--- src/rtl/apb_cfg_info_if.sv ---
// rtl/apb_cfg_info_if.sv - APB-style bus bundle for the configuration/info slave
interface apb_cfg_info_if;
    logic        i_sel;
    logic        i_enable;
    logic [4:0]  i_addr;
    logic        i_write;
    logic [31:0] i_wdata;
    logic        o_ready;
    logic [31:0] o_rdata;
    logic        o_slverr;

    modport slave (
        input  i_sel, i_enable, i_addr, i_write, i_wdata,
        output o_ready, o_rdata, o_slverr
    );

    modport master (
        output i_sel, i_enable, i_addr, i_write, i_wdata,
        input  o_ready, o_rdata, o_slverr
    );
endinterface

--- src/rtl/apb_cfg_info.sv ---
// rtl/apb_cfg_info.sv - APB slave exposing SoC build configuration, FW ID, scratch and cycle counter
module apb_cfg_info #(
    parameter logic [31:0] hw_id             = 32'h20221101,
    parameter int          cpu_num           = 1,
    parameter int          ilog2_nways       = 2,
    parameter int          ilog2_lines       = 7,
    parameter int          dlog2_nways       = 2,
    parameter int          dlog2_lines       = 7,
    parameter int          l2_ena            = 0,
    parameter int          l2_log2_nways     = 4,
    parameter int          l2_log2_lines     = 9,
    parameter int          bootrom_log2_size = 16,
    parameter int          sram_log2_size    = 18,
    parameter int          uart_speedup      = 0
) (
    input  logic           i_clk,
    input  logic           i_nrst,
    apb_cfg_info_if.slave  bus
);
    typedef enum logic [1:0] {IDLE, SETUP, RESP} state_t;

    localparam logic [31:0] cpu_cfg = {3'b0, 4'(l2_log2_lines), 4'(l2_log2_nways), 1'(l2_ena),
                                       4'(dlog2_lines), 4'(dlog2_nways), 4'(ilog2_lines),
                                       4'(ilog2_nways), 4'(cpu_num)};
    localparam logic [31:0] mem_cfg = {12'b0, 4'(uart_speedup), 8'(sram_log2_size),
                                       8'(bootrom_log2_size)};

    state_t      state_q, state_d;
    logic        ready_q, ready_d;
    logic [31:0] rdata_q, rdata_d;
    logic        slverr_q, slverr_d;
    logic [31:0] fw_id_q, fw_id_d;
    logic [31:0] scratch_q, scratch_d;
    logic [63:0] cnt_q, cnt_d;
    logic [31:0] snap_hi_q, snap_hi_d;
    logic [31:0] rmux;
    logic        rsv;

    // Low address bits are don't-care so every word alias decodes identically.
    always_comb begin
        rmux = '0;
        rsv  = 1'b0;
        casez (bus.i_addr)
            5'b000??: rmux = hw_id;
            5'b001??: rmux = fw_id_q;
            5'b010??: rmux = cpu_cfg;
            5'b011??: rmux = mem_cfg;
            5'b100??: rmux = cnt_q[31:0];
            5'b101??: rmux = snap_hi_q;
            5'b110??: rmux = scratch_q;
            default:  rsv  = 1'b1;
        endcase
    end

    always_comb begin
        state_d   = state_q;
        ready_d   = 1'b0;
        rdata_d   = rdata_q;
        slverr_d  = slverr_q;
        fw_id_d   = fw_id_q;
        scratch_d = scratch_q;
        snap_hi_d = snap_hi_q;
        cnt_d     = cnt_q + 64'd1;
        case (state_q)
            IDLE: begin
                if (bus.i_sel && !bus.i_enable) state_d = SETUP;
            end
            SETUP: begin
                if (!bus.i_sel) begin
                    state_d = IDLE;
                end else if (bus.i_enable) begin
                    state_d  = RESP;
                    ready_d  = 1'b1;
                    slverr_d = rsv;
                    rdata_d  = bus.i_write ? 32'd0 : rmux;
                    if (bus.i_write) begin
                        casez (bus.i_addr)
                            5'b001??: fw_id_d   = bus.i_wdata;
                            5'b110??: scratch_d = bus.i_wdata;
                            default:  ;
                        endcase
                    end else if (bus.i_addr[4:2] == 3'd4) begin
                        // Latch the upper word so a following TIME_HI read is coherent with TIME_LO.
                        snap_hi_d = cnt_q[63:32];
                    end
                end
            end
            RESP: begin
                state_d = (bus.i_sel && !bus.i_enable) ? SETUP : IDLE;
            end
            default: state_d = IDLE;
        endcase
    end

    always_ff @(posedge i_clk or negedge i_nrst) begin
        if (!i_nrst) begin
            state_q   <= IDLE;
            ready_q   <= 1'b0;
            rdata_q   <= '0;
            slverr_q  <= 1'b0;
            fw_id_q   <= '0;
            scratch_q <= '0;
            cnt_q     <= '0;
            snap_hi_q <= '0;
        end else begin
            state_q   <= state_d;
            ready_q   <= ready_d;
            rdata_q   <= rdata_d;
            slverr_q  <= slverr_d;
            fw_id_q   <= fw_id_d;
            scratch_q <= scratch_d;
            cnt_q     <= cnt_d;
            snap_hi_q <= snap_hi_d;
        end
    end

    assign bus.o_ready  = ready_q;
    assign bus.o_rdata  = rdata_q;
    assign bus.o_slverr = slverr_q;
endmodule

--- src/flat_wrapper.sv ---
// flat-port wrapper written by rule: the top's interface ports become plain ports
module apb_cfg_info_flat 
#(
    parameter logic [31:0] hw_id             = 32'h20221101,
    parameter int          cpu_num           = 1,
    parameter int          ilog2_nways       = 2,
    parameter int          ilog2_lines       = 7,
    parameter int          dlog2_nways       = 2,
    parameter int          dlog2_lines       = 7,
    parameter int          l2_ena            = 0,
    parameter int          l2_log2_nways     = 4,
    parameter int          l2_log2_lines     = 9,
    parameter int          bootrom_log2_size = 16,
    parameter int          sram_log2_size    = 18,
    parameter int          uart_speedup      = 0
)
  (i_clk, i_nrst, bus_i_sel, bus_i_enable, bus_i_addr, bus_i_write, bus_i_wdata, bus_o_ready, bus_o_rdata, bus_o_slverr);
  apb_cfg_info_if bus_i ();
  input  logic i_clk;
  input  logic i_nrst;
  input wire logic [$bits(bus_i.i_sel)-1:0] bus_i_sel;
  input wire logic [$bits(bus_i.i_enable)-1:0] bus_i_enable;
  input wire logic [$bits(bus_i.i_addr)-1:0] bus_i_addr;
  input wire logic [$bits(bus_i.i_write)-1:0] bus_i_write;
  input wire logic [$bits(bus_i.i_wdata)-1:0] bus_i_wdata;
  output wire logic [$bits(bus_i.o_ready)-1:0] bus_o_ready;
  output wire logic [$bits(bus_i.o_rdata)-1:0] bus_o_rdata;
  output wire logic [$bits(bus_i.o_slverr)-1:0] bus_o_slverr;
  assign bus_i.i_sel = bus_i_sel;
  assign bus_i.i_enable = bus_i_enable;
  assign bus_i.i_addr = bus_i_addr;
  assign bus_i.i_write = bus_i_write;
  assign bus_i.i_wdata = bus_i_wdata;
  assign bus_o_ready = bus_i.o_ready;
  assign bus_o_rdata = bus_i.o_rdata;
  assign bus_o_slverr = bus_i.o_slverr;
  apb_cfg_info #(.hw_id(hw_id), .cpu_num(cpu_num), .ilog2_nways(ilog2_nways), .ilog2_lines(ilog2_lines), .dlog2_nways(dlog2_nways), .dlog2_lines(dlog2_lines), .l2_ena(l2_ena), .l2_log2_nways(l2_log2_nways), .l2_log2_lines(l2_log2_lines), .bootrom_log2_size(bootrom_log2_size), .sram_log2_size(sram_log2_size), .uart_speedup(uart_speedup)) u_core (.i_clk(i_clk), .i_nrst(i_nrst), .bus(bus_i));
endmodule
--- config.mk ---
export PLATFORM = sky130hd
export DESIGN_NAME = apb_cfg_info_flat
export DESIGN_NICKNAME = d
export VERILOG_FILES = /design/src/rtl/apb_cfg_info_if.sv /design/src/rtl/apb_cfg_info.sv /design/src/flat_wrapper.sv
export SDC_FILE = /design/constraint.sdc
export NUM_CORES = 1
export LEC_CHECK = 0
export CELL_PAD_IN_SITES_DETAIL_PLACEMENT = 2
export CELL_PAD_IN_SITES_GLOBAL_PLACEMENT = 2
export CORE_ASPECT_RATIO = 1.4
export CORE_MARGIN = 8
export CORE_UTILIZATION = 39
export DETAILED_ROUTE_END_ITERATION = 6
export GPL_ROUTABILITY_DRIVEN = 0
export GPL_TIMING_DRIVEN = 1
export PLACE_DENSITY = 0.76
export SLEW_MARGIN = 20
export SYNTH_ARGS = -nofsm -noshare
export SYNTH_HDL_FRONTEND = slang
export SYNTH_SLANG_ARGS = --single-unit
export TNS_END_PERCENT = 30
--- constraint.sdc ---
create_clock -name i_clk -period 2 [get_ports i_clk]
set_input_delay 0.4 -clock i_clk [delete_from_list [all_inputs] [get_ports i_clk]]
set_output_delay 0.4 -clock i_clk [all_outputs]
set_load 0.03 [all_outputs]
; ---- Yosys cells after proc, flatten, opt, wreduce, memory -nomap -nowiden
; Cells that the tools add are included.
[word_totals]
reg_bits = 196
latchBits = 0
ramBits = 0
romBits = 0
input_bits = 42
output_inout_bits = 34
word_cells = 41
mem_count = 0
[classes]
n_addsub = 1
multipliers = 0
div_mod_pow = 0
n_lt_le_gt_ge = 0
eq_ne = 10
n_shift = 0
n_mux = 11
bitwise_logic = 1
n_reduce_logical = 10
[ops]
columns = op, n
row1 = $pmux W32 S7, 1
row2 = $add A64 B1 Y64 const B, 1
row3 = $mux W32, 1
row4 = $reduce_and A5 Y1, 3
row5 = $eq A3 B3 Y1 const B, 3
row6 = $reduce_or A7 Y1, 1
row7 = $eq A3 B2 Y1 const B, 2
row8 = $mux W2, 3
row9 = $pmux W2 S3, 1
row10 = $mux W1, 5
row11 = $eq A3 B1 Y1 const B, 1
row12 = $logic_not A3 Y1, 1
row13 = $ne A3 B3 Y1 const B, 1
row14 = $reduce_and A3 Y1, 1
row15 = $eq A2 B1 Y1 const B, 1
row16 = $eq A2 B2 Y1 const B, 1
row17 = $logic_not A2 Y1, 1
row18 = $ne A2 B1 Y1 const B, 1
row19 = $reduce_and A2 Y1, 1
row20 = $logic_and A1 B1 Y1, 1
row21 = $logic_not A1 Y1, 1
row22 = $not A1 Y1, 1

; ---- Logic depth before layout (Yosys ltp)
; Gate-level depths: netlist (run 1).
[depth]
depth_word = 4
depth_mapped = 8
mapped_depth_nobuf = 6

; ---- Least setup slack after synthesis (run 1)
; OpenSTA, ideal clock, no wires.
[synth_path]
kind = reg2reg
start = register u_core.cnt_q[0]
end = register u_core.cnt_q[32]
setup_time_ns = 0.079
t_arrival_ns = 1.786
required_ns = 1.921
path_slack_ns = 0.135
stages_incl_launch_ff = 7
n_path_buf = 0
cell_sequence = dfrtp_1 -> ha_1 -> nand4_1 -> nor4_1 -> nand2_1 -> nor4_1 -> xor2_1
[synth_between]
elab_chain_cells = 1
[synth_lines]
columns = item, line_no
row1 = start: declaration, apb_cfg_info.sv:34  ; logic [63:0] cnt_q, cnt_d;
row2 = start signal: assignment, apb_cfg_info.sv:112  ; cnt_q <= cnt_d;
row3 = $add A64 B1 Y64, apb_cfg_info.sv:63  ; cnt_d = cnt_q + 64'd1;
row4 = via u_core.cnt_d[32], apb_cfg_info.sv:34
; The timed path passes the listed nets, and every way through them passes these cells.
; A chain may end at the register's enable or synchronous reset.

; ---- Worst setup path in the final report (run 1)
[layout_path]
start = register u_core.rdata_q[7], in the netlist u_core.bus.o_rdata[7]
end = output bus_o_rdata[7]
[layout_rtl]
columns = item, line_no
row1 = start: declaration, apb_cfg_info.sv:30  ; logic [31:0] rdata_q, rdata_d;
row2 = start signal: assignment, apb_cfg_info.sv:108  ; rdata_q <= rdata_d;
row3 = end: declaration, flat_wrapper.sv:27  ; output wire logic [$bits(bus_i.o_rdata)-1:0] bus_o_rdata;
; No word-level cell between the ends.

==> results_dict.tcl, run 1 <==
set metrics [dict create \
    endpoint_kind "output port" \
    wl_um 32000 \
    ios 76 \
    avgViaCountPerCell 5.57 \
    io_buffers 73 \
    cp.depth 1 \
    slew_violations 0 \
    vdd_ir_drop_max_mv 0.604 \
    final-setup-viol-count 0 \
    final_common_cell "dfrtp_1" \
    critPathBufInv 1 \
    hold_violations 0 \
    slowest_stage "clkdlybuf4s50_1" \
    switching_power_uw 2140 \
    die-area_sq_mm 0.0277 \
    skew_ns 0.0101 \
    cts.clk_slew.worst_paths_ns 0.08 \
    syn_area_sq_mm 0.00881 \
    synthCells 752 \
    leakagePower_uw 0.00528 \
    wl_per_cell_um 26.4 \
    cp.arrival_ns 1.55 \
    numCtsBuffers 17 \
    clock_latency_ns 0.45 \
    die_w_um 143 \
    ys_ff_latch 196 \
    pwr-share-seq_pct 50.4 \
    p_int_uw 6180 \
    initialDrtViolationCount 241 \
    fin_ws_ns 0.0511 \
    antenna_found_initial 1 \
    clock_tree.root_cell "clkbuf_16" \
    finalCritPeriodShare_pct 97.4 \
    drc 0 \
    fillers 2169 \
    r2r_slack_ns 0.07 \
    antenna_left 0 \
    status "finished, final reports clean" \
    drive_gt1_share_pct 28.0 \
    grt_max_degree 48 \
    critical_path.top_delay_family "buffers and inverters" \
    grt_overflow 0 \
    grt_pass1_wl_um 49800 \
    worst_pin_slew_ns 0.463 \
    clock_sinks 196 \
    holdWs_ns 0.447 \
    synth.avg_cell_area_sq_um 11.7 \
    grt_use_total_pct 23.9 \
    cp_max_fo 2 \
    drtPass1Iterations 4 \
    initial_core_util_pct 39.4 \
    switching_share_pct 25.7 \
    htree_levels 4 \
    max_cap_violations 0 \
    rsz0062_at_grt "true" \
    synth-seq-area-share_pct 55.6 \
    vias 6762 \
    cts_buffer_depth 2 \
    final.min_clock_period_ns 1.95 \
    num_rows 65 \
    most-common-layout-cells "dfrtp_1 (195), mux2_2 (105), buf_4 (78), clkdlybuf4s50_1 (70), nand2_1 (59)" \
    cpPeakStageDelay_ns 0.72 \
    final_nets 942 \
    holdCritPathClass "in2async" \
    crit_required_ns 1.60 \
    area_growth_pct 27.5 \
    place_hpwl_um 21800 \
    syn_nets 795 \
    yosysUniqueCellTypes 40 \
    path_class "reg2out" \
    powerDensity_mw_per_mm2 740 \
    clock_power_share_pct 41.0 \
    grt_pass1_vias 8075 \
    fp.coreArea_sq_mm 0.0224 \
    power.share.combinational_pct 8.6 \
    post-place-ws_ns -0.314 \
    ys.warnings.count 0 \
    slew_headroom_pct 68.8 \
    critPathLaunchType "register" \
    die_h_um 194 \
    crit_chain "clkdlybuf4s50_1" \
    fin_util_pct 50.2 \
    max_clock_freq_ghz 0.513 \
    cts_tree "done" \
    worst_r2r_path_depth 7 \
]
==> power by group through the flow <==
| stage | clock network (uW) | registers (uW) | logic (uW) |
|---|---|---|---|
| 2_1_floorplan | 0 | 4290 | 248 |
| 3_3_place_gp | 0 | 4240 | 656 |
| 3_5_place_dp | 0 | 4260 | 695 |
| 4_1_cts | 3480 | 4190 | 725 |
| 5_1_grt | 3590 | 4210 | 766 |
| 6_report | 3410 | 4200 | 714 |
==> worst paths after layout <==
path	start	endpoint
worst min register to register	u_core.bus.o_rdata[11]	u_core.bus.o_rdata[11]
worst max-delay path	u_core.bus.o_rdata[7]	bus_o_rdata[7]
worst max register to register	u_core.cnt_q[13]	u_core.cnt_q[56]
min in group i_clk	bus_i_addr[2]	u_core.bus.o_rdata[17]
worst min-delay path	i_nrst	u_core.scratch_q[7]
max in group asynchronous	i_nrst	u_core.snap_hi_q[5]
==> area by class of cell <==
class | count | area, sq um | share of cell area [%]
flip-flops and latches | 196 | 4910 | 43.7
multi-input cells | 502 | 3770 | 33.5
repair buffers | 164 | 1560 | 13.8
clock buffers | 18 | 439 | 3.91
well taps | 301 | 377 | 3.35
clock inverters | 14 | 125 | 1.11
inverters | 18 | 67.6 | 0.601
diodes | 1 | 2.50 | 0.0223
==> Yosys cell counts (all sizes together) <==
library cell	instances	area, sq um
xnor2	31	272
mux2i	21	210
nand3	29	150
nor2b	6	37.5
a32o	2	20.0
dfrtp	196	4900
buf	20	90.1
ha	1	12.5
xor2	31	272
nor4	11	111
nand4b	1	8.76
a21oi	23	115
nor3	18	100
o21ai	36	180
o221ai	6	52.6
a22oi	18	135
or2	1	6.26
and2	4	25.0
inv	18	67.6
and3	8	50.1
o22ai	4	25.0
nand2b	5	31.3
clkbuf	16	61.3
nand4	24	178
mux2	106	1190
a31oi	2	12.5
a211oi	2	15.0
nand2	59	221
nor2	42	160
a22o	11	96.3
==> per-layer routing <==
layer	global-route usage (%)	routed length, um	vias to the layer above
li1	-	-	2952
met1	25.8	11800	3556
met2	43.3	17400	176
met3	4.76	1500	78
met4	10.8	1220	0
met5	0	0	-
==> registers in the layout, indices dropped and copies added, names as in the netlist <==
signal,cells
u_core.bus.o_ready,1
u_core.bus.o_slverr,1
u_core.fw_id_q,32
u_core.bus.o_rdata,32
u_core.cnt_q,64
u_core.state_q,2
u_core.scratch_q,32
u_core.snap_hi_q,32
==> logic make-up (layout without fill, tap and decap cells) <==
| kind of cell | Yosys count | after routing | share of synthesized area [%] |
|---|---|---|---|
| AO/OA/AOI/OAI | 104 | 104 | 7.40 |
| other | 0 | 1 | 0 |
| XOR/XNOR | 62 | 62 | 6.16 |
| multiplexers | 127 | 127 | 15.9 |
| adder cells (fa/ha/maj) | 1 | 1 | 0.142 |
| buffers and inverters | 54 | 214 | 2.48 |
| flip-flops | 196 | 196 | 55.6 |
| AND/OR/NAND/NOR | 208 | 208 | 12.2 |
==> stage by stage <==
step                      power, uW  setup TNS, ns  cell area [sq um]  cells
final                          8320              0              11200   1214
after floorplan                4540              0               8810    752
after CTS                      8400        -0.0749              11200   1210
after detailed placement       4960         -29.25              10600   1177
after global placement         4900         -17.63              10600   1177
after global routing           8560         -0.102              11200   1214
==> timing repair <==
item | 4_1_cts | 5_1_grt
endpoints found under the setup margin | 6 | 19
pin swaps | 0 | 5
hold endpoints to repair | 32 | 0
hold buffers | 1 | 0
cloned | 0 | 0
gates resized for setup | 3 | 13
buffers inserted | 0 | 3
Power figures use the tool's default switching activity.
==> run 2: changes to the inputs <==
Settings changed: ABC_AREA from default to 1, CORE_UTILIZATION 39 to 38, DONT_BUFFER_PORTS from default to 1, PLACE_DENSITY 0.76 to 0.77, TNS_END_PERCENT 30 to 10.
==> run 2 against run 1 <==
  * The run now ends with hold timing left
  * Core utilization decreased by 8.2 points
  * Critical path type is now reg2reg
  * Clock skew grew 0.0033 ns
  * Hold slack got worse by 0.81 ns
  * Combinational power down 59%
  * Final cell count grew 29%
  * Global-route usage decreased by 1.7 points
  * Power decreased by 3.0%
  * Sequential share of layout area is 2.8 points higher
  * Highest routed layer unchanged
  * Clock power increased by 4%
==> results_dict.tcl, run 2 <==
set metrics [dict create \
    post-cts-setup-buffers 0 \
    place_hpwl_um 24800 \
    stdcell_count 1571 \
    avgViaCountPerCell 5.20 \
    grt_max_degree 197 \
    r2r_slack_ns 0.22 \
    max_cap_violations 0 \
    area_growth_pct 9.85 \
    final_nets 1282 \
    yosys-top-cells-area "dfrtp_1 (51%), nand2_1 (20%), nor2_1 (5.1%)" \
    htree_levels 4 \
    wl_per_cell_um 20.7 \
    drtPass1Iterations 4 \
    synth_top_area_cell "dfrtp_1" \
    top_register "u_core.cnt_q" \
    synth.most_common_cell "nand2_1" \
    most-common-layout-cells "nand2_1 (511), dfrtp_1 (196), nor2_1 (129), o21ai_1 (96), inv_1 (90)" \
    multi_input_area_sq_mm 0.00407 \
    grt_use_met2_pct 38.2 \
    crit_required_ns 2.34 \
    ys.warnings.count 0 \
    postCtsResizedCells 0 \
    finalCritPeriodShare_pct 89.2 \
    syn_area_sq_mm 0.00961 \
    place_inst 1538 \
    die_w_um 150 \
    cts_tree "done" \
    synth_top_area_share_pct 51.1 \
    status "finished with violations" \
    final_common_cell "nand2_1" \
    use_met1_pct 27.4 \
    synth_top_cells_by_count "nand2_1 (511), dfrtp_1 (196), nor2_1 (130)" \
    endpoint_kind "register" \
    max_clock_freq_ghz 0.561 \
    synth-seq-area-share_pct 51.1 \
    vias 8163 \
    wl_um 32600 \
    grt_pass1_wl_um 51800 \
    cts_hold_buf 1 \
    drive_gt1_share_pct 9.74 \
    worst_pin_slew_ns 0.603 \
    skew_ns 0.0134 \
    antenna_left 0 \
    grt_overflow 0 \
    ios 76 \
    fp.coreArea_sq_mm 0.0251 \
    cpPeakStageDelay_ns 0.48 \
    initial_core_util_pct 38.2 \
    critPathLaunchType "register" \
    grt_pass1_vias 9076 \
    leakagePower_uw 0.00484 \
    die-area_sq_mm 0.0307 \
    slew_headroom_pct 59.8 \
    numCtsBuffers 17 \
    crit_chain "nand2_1 -> nor2_2 -> nand2_1 -> nor2_1 -> nand2_1 -> o21ai_1 -> nand2_1" \
    antenna_found_initial 0 \
    slew_violations 0 \
    io_buffers 0 \
    synth.avg_cell_area_sq_um 7.80 \
    initialDrtViolationCount 470 \
    largest_register_ffs 64 \
    clock_tree.root_cell "clkbuf_16" \
    cp.arrival_ns 2.13 \
    drc 0 \
    cp_max_fo 4 \
    grt-busiest-layer "met2" \
    synth_edf_count 0 \
    vdd_ir_drop_max_mv 0.609 \
    fillers 2915 \
    violations "hold timing" \
    final.min_clock_period_ns 1.78 \
    die_h_um 204 \
    path_class "reg2reg" \
    power.total_uw 8070 \
    cts.clk_slew.worst_paths_ns 0.08 \
    final-setup-viol-count 0 \
    synthCells 1231 \
    slowest_stage "dfrtp_1" \
    clock_latency_ns 0.45 \
    clock_sinks 196 \
    powerDensity_mw_per_mm2 764 \
    seqCellArea_sq_mm 0.00490 \
    synth_ff_type "dfrtp_1" \
    num_rows 69 \
    yosysUniqueCellTypes 31 \
    diodes 0 \
    tns_ns 0 \
    synthArstFlopShare_pct 100 \
    crit_top_cell "nand2_1" \
    rsz0062_at_grt "false" \
    ys_ff_latch 196 \
    hold_violations 196 \
    cts_buffer_depth 2 \
    syn_nets 1274 \
    holdWs_ns -0.359 \
    grt_use_met3_pct 2.88 \
    holdCritPathClass "in2async" \
    grt_use_total_pct 22.2 \
]
==> run 2: power breakdown <==
part           switching, uW  internal (uW)  leakage, uW
registers                148           4090      0.00270
logic                    191            104      0.00185
clock network           1750           1780     0.000287
==> run 2: layout make-up <==
type / instances / share of cell area [%]
flip-flops and latches: 196 / 46.5
inverters: 100 / 3.56
repair buffers: 25 / 2.04
multi-input cells: 899 / 38.6
clock buffers: 17 / 4.03
clock inverters: 15 / 1.52
well taps: 319 / 3.78
==> run 2: final timing paths <==
check | startpoint | end | depth (start not counted)
max in group asynchronous | i_nrst | u_core.scratch_q[31] | 0
setup reg to reg | u_core.cnt_q[16] | u_core.cnt_q[59] | 7
min in group i_clk | bus_i_sel | u_core.state_q[0] | 2
hold reg to reg | u_core.state_q[0] | u_core.state_q[0] | 1
hold / removal | i_nrst | u_core.scratch_q[9] | 0
setup / recovery | u_core.cnt_q[16] | u_core.cnt_q[59] | 7
==> run 2: metal layers <==
metal,share of wire (%),routed length (um),up-vias
met4,3.3,1090,0
li1,-,-,3861
met2,51,16400,120
met1,44,14200,4140
met3,2.5,819,42
met5,0,0,-
==> run 2: kinds of logic (layout without fill, tap and decap cells) <==
logic type,count (synthesis),in the layout,synth area share (%)
and+or+nand+nor,711,711,30.0
DFF,196,196,51.1
AOI/OAI and AO/OA,156,156,9.38
buffers and inverters,136,157,6.58
xor gates and xnor gates,31,31,2.83
adders and majority gates,1,1,0.130
==> run 2: stage by stage <==
stage / cell area (sq um) / util (%) / setup slack (ns)
after global placement: 9960 / 39.6 / 0.280
final: 10600 / 42.0 / 0.217
after CTS: 10600 / 42.0 / 0.192
after detailed placement: 9960 / 39.6 / 0.222
after floorplan: 9610 / - / 0.470
after global routing: 10600 / 42.0 / 0.0734
==> run 2: worst max-delay path, delay by kind of cell, from the launching register on <==
family	cells	cell delay, ns
AO/OA/AOI/OAI	1	0.19
flip-flops	1	0.48
AND/OR/NAND/NOR	6	1.00
